### src/rtl/fft32_com_ctrl.sv
// Commutator sequencer for the 32-point radix-2 MDC FFT: tracks valid pairs
// through four stages and decodes each commutator's mode and swap flag.

module fft32_com_cnt #(
  parameter int SEL = 3
) (
  input  logic clk,
  input  logic rst_n,
  input  logic clear_i,
  input  logic en_i,
  output logic bit_o
);
  logic [3:0] cnt_q, cnt_d;

  // Holds across valid gaps so a stalled frame keeps its phase.
  always_comb begin
    cnt_d = cnt_q;
    if (clear_i)   cnt_d = '0;
    else if (en_i) cnt_d = cnt_q + 4'd1;
  end

  always_ff @(posedge clk or negedge rst_n)
    if (!rst_n) cnt_q <= '0;
    else        cnt_q <= cnt_d;

  assign bit_o = cnt_q[SEL];
endmodule

module fft32_com_ctrl #(
  parameter int STAGE_LAT = 2
) (
  input  logic       clk,
  input  logic       rst_n,
  input  logic       in_valid,
  input  logic       clear,
  input  logic [4:0] cfg_bypass,
  output logic [4:0] state_com_mode,
  output logic [4:0] com_flag,
  output logic       out_valid,
  output logic       frame_done,
  output logic       busy
);
  localparam int DEPTH = 4 * STAGE_LAT;

  logic [DEPTH:0] vld_pipe_q, vld_pipe_d;
  logic [4:1]     stg_vld;
  logic [4:1]     stg_bit;
  logic [3:0]     out_cnt_q, out_cnt_d;

  // Tap (k-1)*STAGE_LAT is vk; the last tap is out_valid.
  always_comb begin
    vld_pipe_d = clear ? '0 : {vld_pipe_q[DEPTH-1:0], in_valid};
    out_cnt_d  = out_cnt_q;
    if (clear)          out_cnt_d = '0;
    else if (out_valid) out_cnt_d = out_cnt_q + 4'd1;
  end

  always_ff @(posedge clk or negedge rst_n)
    if (!rst_n) begin
      vld_pipe_q <= '0;
      out_cnt_q  <= '0;
    end else begin
      vld_pipe_q <= vld_pipe_d;
      out_cnt_q  <= out_cnt_d;
    end

  generate
    for (genvar k = 1; k <= 4; k++) begin : g_stg
      assign stg_vld[k] = vld_pipe_q[(k-1)*STAGE_LAT];
      fft32_com_cnt #(.SEL(4-k)) u_cnt (
        .clk     (clk),
        .rst_n   (rst_n),
        .clear_i (clear),
        .en_i    (stg_vld[k]),
        .bit_o   (stg_bit[k])
      );
      assign state_com_mode[k] = ~stg_vld[k] | cfg_bypass[k];
      assign com_flag[k]       = ~stg_bit[k];
    end
  endgenerate

  assign state_com_mode[0] = 1'b1;
  assign com_flag[0]       = 1'b1;
  assign out_valid         = vld_pipe_q[DEPTH];
  assign frame_done        = out_valid & (&out_cnt_q);
  assign busy              = |vld_pipe_q;

  // cfg_bypass[0] is meaningless: stage 0 is always bypassed.
  logic unused_byp0;
  assign unused_byp0 = cfg_bypass[0];
endmodule
### config.mk
export PLATFORM = sky130hd
export DESIGN_NAME = fft32_com_ctrl
export DESIGN_NICKNAME = d
export VERILOG_FILES = /design/src/rtl/fft32_com_ctrl.sv
export SDC_FILE = /design/constraint.sdc
export NUM_CORES = 1
export LEC_CHECK = 0
export CAP_MARGIN = 0
export CORE_ASPECT_RATIO = 1.4
export CORE_UTILIZATION = 44
export CTS_BUF_LIST = sky130_fd_sc_hd__clkbuf_4 sky130_fd_sc_hd__clkbuf_8 sky130_fd_sc_hd__clkbuf_16
export CTS_CLUSTER_SIZE = 25
export DETAILED_ROUTE_END_ITERATION = 16
export PLACE_DENSITY = 0.73
export SYNTH_ARGS = -nofsm -noshare
export SYNTH_HDL_FRONTEND = slang
export SYNTH_HIERARCHICAL = 1
export SYNTH_SLANG_ARGS = --single-unit
### constraint.sdc
create_clock -name clk -period 1.2 [get_ports clk]
set_clock_uncertainty 0.05 [all_clocks]
set_input_delay 0.3 -clock clk [delete_from_list [all_inputs] [get_ports clk]]
set_output_delay 0.3 -clock clk [all_outputs]
set_load 0.02 [all_outputs]
-- Word-level counts from Yosys, hierarchy flattened
Index checks and enable logic that the tools add are counted.
- bitwise gates (word level): 13
- mux-type cells: 11
- reduce and logical (&&, ||, !) cells: 7
- $add $sub $neg: 5
- operators with widths (operator ; number):
    4-bit 2-to-1 mux ; 10
    4-bit by 1-bit adder with 4-bit output, second input constant ; 5
    2-bit nonzero test ; 5
    9-bit 2-to-1 mux ; 1
    9-bit OR reduction ; 1
    1-bit inverter ; 8
    1-bit bitwise OR ; 4
    4-bit AND reduction ; 1
    1-bit bitwise AND ; 1
- bits of input ports: 9
- register bits after elaboration: 29
- logic and storage cells: 42

-- Longest topological paths before layout
Gate-level depths: netlist of the first run.
- depth after elaboration: 3
- mapped depth: 3
- mapped depth without buffers: 3

-- By module
Netlist of the first run, hierarchy kept.
- modules (own cells, without submodules) (module ; sequential area each (um^2) ; cells an instance ; times used ; area an instance (um^2)):
    fft32_com_ctrl ; 325.3 ; 52 ; 1 ; 594.3
    fft32_com_cnt at g_stg[1].u_cnt ; 100.1 ; 16 ; 1 ; 192.7
    fft32_com_cnt at g_stg[2].u_cnt ; 75.1 ; 11 ; 1 ; 136.4
    fft32_com_cnt at g_stg[3].u_cnt ; 50.0 ; 7 ; 1 ; 88.8
    fft32_com_cnt at g_stg[4].u_cnt ; 25.0 ; 3 ; 1 ; 37.5

-- Worst setup path after synthesis of the first run
No wires, ideal clock.
- path type: register -> output
- start point: reg vld_pipe_q[2]
- end point: out busy
- data arrival time: 913 ps
- cell stages (with the launch flop): 3
- path buffers: 0
- slack: -63 ps
- cell sequence: dfrtp_1 > nor4_1 > nand3_1
- cells in the longest elaborated chain, start to end: 1
- RTL lines (element ; RTL line ; source):
    start: declaration ; 45 ; logic [DEPTH:0] vld_pipe_q, vld_pipe_d;
    start signal: assignment ; 63 ; vld_pipe_q <= vld_pipe_d;
    9-bit OR reduction ; 86 ; assign busy = |vld_pipe_q;
    end: declaration ; 41 ; output logic busy
No other way between the ends.

-- Final worst setup path of the first run
- start point: reg vld_pipe_q[3]
- end point: out busy
The elaborated chain is that of the path after synthesis.

==> flow_summary.json, run 1 <==
{
  "status": "finished with violations",
  "violations": "negative setup slack",
  "fmax_mhz": 608,
  "h-tree-depth": 1,
  "placed_area_um2": 1380,
  "max_stage_delay_ns": 0.42,
  "grt.total_usage": 0.165,
  "clockBufferDepth": 2,
  "yosys_register_bits": 23,
  "vias": 780,
  "hp-class": "input port to async pin",
  "drc": 0,
  "worst_slack_ns": -0.445,
  "wl_um": 1980,
  "num_io_pins": 22,
  "pwr-share-comb": 0.109,
  "cts_tree": "built",
  "grt_overflow_total": 0,
  "clk_latency_ns": 0.30,
  "synth_cell_types": 24,
  "synth_edf_count": 0,
  "power_density_nw_per_um2": 850,
  "yosys.area.top_type": "dfrtp_1",
  "leakagePower_nw": 0.756,
  "fin_crit_sh": 1.37,
  "syn_area_um2": 1050,
  "nNetsFinal": 144,
  "register_area_um2": 577,
  "cts_inserted_buffers": 3,
  "core_um2": 2200,
  "path_cells": "nor4_2, nand3_2, buf_2",
  "ir_drop_mv": 0.783,
  "drive_gt1_frac": 0.427,
  "gp_congestion": 0.695,
  "ys_seq_area_frac": 0.548,
  "intPower_mw": 1.01,
  "cts.hold.buffers_added": 0,
  "ant_nets": 0,
  "first_global_vias": 750,
  "critPathArrivalTime_ns": 1.30,
  "ys_async_sr_fraction": 1.00,
  "slew_violations": 0,
  "fin_util": 0.699,
  "p_clk_frac": 0.282,
  "syn_avg_cell_area_um2": 11.8,
  "final_area_um2": 1540,
  "final.fill_count": 174,
  "io_buffers": 18,
  "cts_root_buf": "clkbuf_4",
  "finalHoldViolCount": 0,
  "start_util": 0.477,
  "critPathRequiredTime_ns": 0.85,
  "grt_max_degree": 24,
  "synthCells": 89,
  "yosysMostFrequentCell": "dfrtp_1",
  "critPathMaxFanout": 2,
  "critical_path_class": "flop to output pin",
  "p_sw_uw": 295,
  "fin_cells": 153,
  "area_growth_pct": 46.6,
  "dieArea_um2": 2590,
  "synth_common_cells": "23 x dfrtp_1, 11 x nor2_1, 11 x nor2b_1, 5 x xnor2_1",
  "hpwl_um": 1300,
  "cts_sinks": 23,
  "die_x_um": 43.3,
  "multi_input_area_um2": 487,
  "path_clk_slew_ns": 0.12,
  "rows": 20,
  "antenna_found_initial": 0,
  "vias_per_cell": 5.10,
  "fin_crit_ns": 1.65,
  "synth_area_leaders": "dfrtp_1 55%, nor2b_1 6.6%, xnor2_1 4.2%",
  "setup_viol": 12,
  "synth_ff_type": "dfrtp_1",
  "seqPwrFrac": 0.609,
  "grt_pass1_wl_um": 3170,
  "wl_per_cell_um": 12.9,
  "setup.worst_path.start_class": "flop",
  "yosysTopAreaCellShare": 0.548,
  "place_inst": 142,
  "p_sw_frac": 0.226,
  "die_h_um": 59.8,
  "antenna_cells": 0,
  "ys_warn_count": 6,
  "slowest_stage": "dfrtp_1",
  "dr.first_iter.drc_count": 15,
  "rsz0062_at_grt": "true",
  "maxCapViolCount": 0,
  "endpoint_kind": "output pin",
  "drt_first_pass_iters": 4
}
-- cells in the final DEF (no fill, tap or decap), drive strengths merged --
master | Yosys | final
nand3b | 4 | 4
buf | 3 | 34
mux2 | 2 | 2
ha | 3 | 3
nor3 | 1 | 1
a21oi | 4 | 4
clkdlybuf4s50 | 0 | 7
nor2b | 11 | 11
nand3 | 1 | 1
mux2i | 3 | 3
dfrtp | 23 | 23
xnor2 | 5 | 5
nor2 | 11 | 11
a21bo | 4 | 4
nand2b | 4 | 4
conb | 1 | 2
clkbuf | 1 | 4
and4 | 1 | 1
inv | 4 | 4
nor4 | 1 | 1
nand4 | 2 | 2
-- final timing paths --
| path | start | to | slack [ns] | cells past startpoint |
|---|---|---|---|---|
| setup reg to reg | vld_pipe_q[0]$_DFF_PN0_ | g_stg[1].u_cnt/cnt_q[3]$_DFFE_PN0P_ | -0.02 | 4 |
| max in group asynchronous | rst_n | vld_pipe_q[8]$_DFF_PN0_ | 0.67 | 2 |
| min in group clk | vld_pipe_q[5]$_DFF_PN0_ | vld_pipe_q[6]$_DFF_PN0_ | 0.48 | 1 |
| hold reg to reg | vld_pipe_q[5]$_DFF_PN0_ | vld_pipe_q[6]$_DFF_PN0_ | 0.48 | 1 |
| setup / recovery | vld_pipe_q[3]$_DFF_PN0_ | busy | -0.45 | 3 |
| hold / removal | rst_n | g_stg[1].u_cnt/cnt_q[1]$_DFFE_PN0P_ | 0.28 | 2 |
-- metal layers --
layer  global-route usage  vias to the layer above  wire length (um)
met2                0.281                       20              1090
met5                    0                        -                 0
met1                0.200                      385               797
li1                     -                      373                 -
met4               0.0909                        0                21
met3               0.0181                        2                71
-- sequential cells by signal, summed over array words and instances, names as in the netlist --
name and count:
out_cnt_q 4, g_stg.u_cnt/cnt_q 10, vld_pipe_q 9
-- final cells by class --
class | instances | share of cell area
sequential | 23 | 0.375
multi-input combinational | 59 | 0.316
tap | 22 | 0.0179
clock buffer | 4 | 0.0195
inverter | 4 | 0.00976
timing repair buffer | 41 | 0.262
-- power by group through the flow --
stage	sequential (mW)	clock, mW	combinational (mW)
after detailed placement	0.810	0	0.130
after CTS	0.796	0.385	0.147
after global placement	0.809	0	0.127
final	0.796	0.369	0.142
after floorplan	0.813	0	0.0508
after global routing	0.798	0.407	0.155
-- cells by family (layout without fill, tap and decap cells) --
| kind of cell | count (synthesis) | count (layout) | synth area share |
|---|---|---|---|
| and+or+nand+nor | 36 | 36 | 0.209 |
| DFF | 23 | 23 | 0.548 |
| AOI/OAI and AO/OA | 8 | 8 | 0.0608 |
| buffers and inverters | 8 | 49 | 0.0441 |
| xor gates and xnor gates | 5 | 5 | 0.0417 |
| muxes | 5 | 5 | 0.0572 |
| adders and majority gates | 3 | 3 | 0.0358 |
| other | 1 | 2 | 0.00357 |
-- worst max-delay path, delay by kind of cell, from the launching register on --
family / cells / cell delay [ns]
buf+inv: 1 / 0.17
flops: 1 / 0.42
simple gates: 2 / 0.41
-- metrics by stage --
step / hold WS, ns / TNS (ns) / power [mW] / setup WS, ns
2_1_floorplan: -0.0456 / -0.00132 / 0.863 / -0.00132
3_3_place_gp: 0.425 / -8.35 / 0.937 / -0.580
3_5_place_dp: 0.440 / -9.05 / 0.941 / -0.601
4_1_cts: 0.279 / -2.04 / 1.33 / -0.453
5_1_grt: 0.277 / -2.18 / 1.36 / -0.497
6_report: 0.279 / -1.63 / 1.31 / -0.445
-- timing repair --
action,in CTS,in global routing
setup endpoints to repair,11,14
pin swaps,4,5
endpoints found under the hold margin,0,0
cloned,0,0
buffers inserted,5,6
gates resized for setup,74,8
Note: power is estimated with default switching activity, not from simulation.
==> inputs of run 2 (changes only) <==
Settings changed: PLACE_DENSITY 0.73 to 0.81.
==> flow_summary.json, run 2 (same netlist as run 1, synthesis figures left out) <==
{
  "design_power_total_mw": 1.31,
  "critPathMaxFanout": 2,
  "grt_pass1_wl_um": 3480,
  "rsz0062_at_grt": "true",
  "clk_latency_ns": 0.31,
  "antenna_cells": 0,
  "ir_drop_mv": 0.809,
  "cts.hold.buffers_added": 0,
  "drt_first_pass_iters": 4,
  "clockBufferDepth": 2,
  "start_util": 0.477,
  "gp_congestion": 0.666,
  "status": "finished with violations",
  "fin_crit_sh": 1.34,
  "critical_path_class": "flop to output pin",
  "largest_register_ffs": 10,
  "area_growth_pct": 50.4,
  "final_cell_mix": "22 x dfrtp_1, 19 x buf_6, 17 x buf_4",
  "endpoint_kind": "output pin",
  "largest-register": "g_stg.u_cnt/cnt_q",
  "power_density_nw_per_um2": 831,
  "largestRegisters": "g_stg.u_cnt/cnt_q (10), vld_pipe_q (9), out_cnt_q (4)",
  "max_stage_delay_ns": 0.41,
  "critPathRequiredTime_ns": 0.85,
  "dr.first_iter.drc_count": 6,
  "path_cells": "nor4_2, nand3_2, buf_6",
  "core_um2": 2200,
  "finalHoldViolCount": 0,
  "cts_inserted_buffers": 3,
  "hp-class": "input port to async pin",
  "violations": "negative setup slack",
  "maxCapViolCount": 0,
  "hpwl_um": 1420,
  "slew_violations": 0,
  "die_h_um": 59.8,
  "vias": 778,
  "rows": 20,
  "wl_um": 2100,
  "nNetsFinal": 147,
  "cp_top_family": "flip-flops",
  "fin_crit_ns": 1.61,
  "dieArea_um2": 2590,
  "setup_viol": 12,
  "hold_slack_ns": 0.262,
  "slowest_stage": "dfrtp_1",
  "grt_overflow_total": 0,
  "final_common_cell": "dfrtp_1",
  "vias_per_cell": 4.99,
  "die_x_um": 43.3,
  "drc": 0,
  "final.fill_count": 164,
  "leakagePower_nw": 0.776,
  "io_buffers": 18,
  "num_io_pins": 22,
  "antenna_found_initial": 0,
  "cts_root_buf": "clkbuf_4",
  "worst_slack_ns": -0.406,
  "setup.worst_path.start_class": "flop",
  "grt.total_usage": 0.183,
  "cts_tree": "built",
  "fmax_mhz": 623,
  "drive_gt1_frac": 0.448,
  "dp_slack_ns": -0.607,
  "first_global_vias": 811,
  "fin_setup_tns_ns": -1.77,
  "ant_nets": 0,
  "critical_path_buf_inv_count": 1,
  "wl_per_cell_um": 13.5,
  "h-tree-depth": 1,
  "path_clk_slew_ns": 0.13,
  "cts_sinks": 23,
  "grt_max_degree": 24,
  "critPathArrivalTime_ns": 1.26
}
## run 2: changes by cell type in the layout (fill, tap and decap cells not counted), moves of 2 or more
cell | previous run | this run
buf_4 | 14 | 17
inv_1 | 2 | 4
inv_2 | 2 | 0
xnor2_1 | 5 | 3
xnor2_2 | 0 | 2
## run 2: metrics by stage
| step | cells | util | cell area (um^2) |
|---|---|---|---|
| 6_report | 156 | 0.717 | 1580 |
| 2_1_floorplan | 90 | - | 1070 |
| 3_3_place_gp | 145 | 0.636 | 1400 |
| 5_1_grt | 156 | 0.717 | 1580 |
| 4_1_cts | 151 | 0.689 | 1520 |
| 3_5_place_dp | 145 | 0.636 | 1400 |
## run 2: layout make-up
| type | count | area (um^2) | share of cell area |
|---|---|---|---|
| clock buffers | 3 | 22.5 | 0.0143 |
| flip-flops and latches | 23 | 577 | 0.365 |
| clock inverters | 1 | 5.00 | 0.00317 |
| multi-input cells | 59 | 500 | 0.317 |
| well taps | 22 | 27.5 | 0.0174 |
| inverters | 4 | 15.0 | 0.00951 |
| repair buffers | 44 | 432 | 0.273 |
## run 2: layer usage
metal	up-vias	share of wire	track usage	wire length (um)
met3	2	0.022	0.0211	46
met4	0	0.0090	0.0649	19
li1	377	-	-	-
met5	-	0	0	0
met1	386	0.38	0.196	807
met2	13	0.58	0.358	1230
## run 2: power by group
group / internal, mW / leakage, nW / switching (mW)
combinational: 0.0842 / 0.442 / 0.0709
sequential: 0.786 / 0.316 / 0.0110
clock: 0.125 / 0.0177 / 0.234
## run 2: what timing repair did
item / CTS / global route
gates resized for setup: 77 / 9
pin swaps: 4 / 3
setup buffers: 2 / 9
gates cloned: 0 / 0
endpoints found under the setup margin: 12 / 17
## run 2: worst paths after layout
| check | start | end | slack [ns] | cells past startpoint |
|---|---|---|---|---|
| min reg2reg | vld_pipe_q[1]$_DFF_PN0_ | vld_pipe_q[2]$_DFF_PN0_ | 0.48 | 1 |
| max in group asynchronous | rst_n | vld_pipe_q[8]$_DFF_PN0_ | 0.69 | 2 |
| min in group clk | in_valid | vld_pipe_q[0]$_DFF_PN0_ | 0.48 | 2 |
| max | vld_pipe_q[3]$_DFF_PN0_ | busy | -0.41 | 3 |
| max reg2reg | vld_pipe_q[0]$_DFF_PN0_ | g_stg[1].u_cnt/cnt_q[3]$_DFFE_PN0P_ | -0.01 | 4 |
| min | rst_n | out_cnt_q[2]$_DFFE_PN0P_ | 0.26 | 2 |
## run 2: worst reg2reg max path, delay by kind of cell (launching register included)
family        cells  cell delay [ns]
mux               1             0.31
flops             1             0.43
buf+inv           2             0.25
simple gates      1             0.09
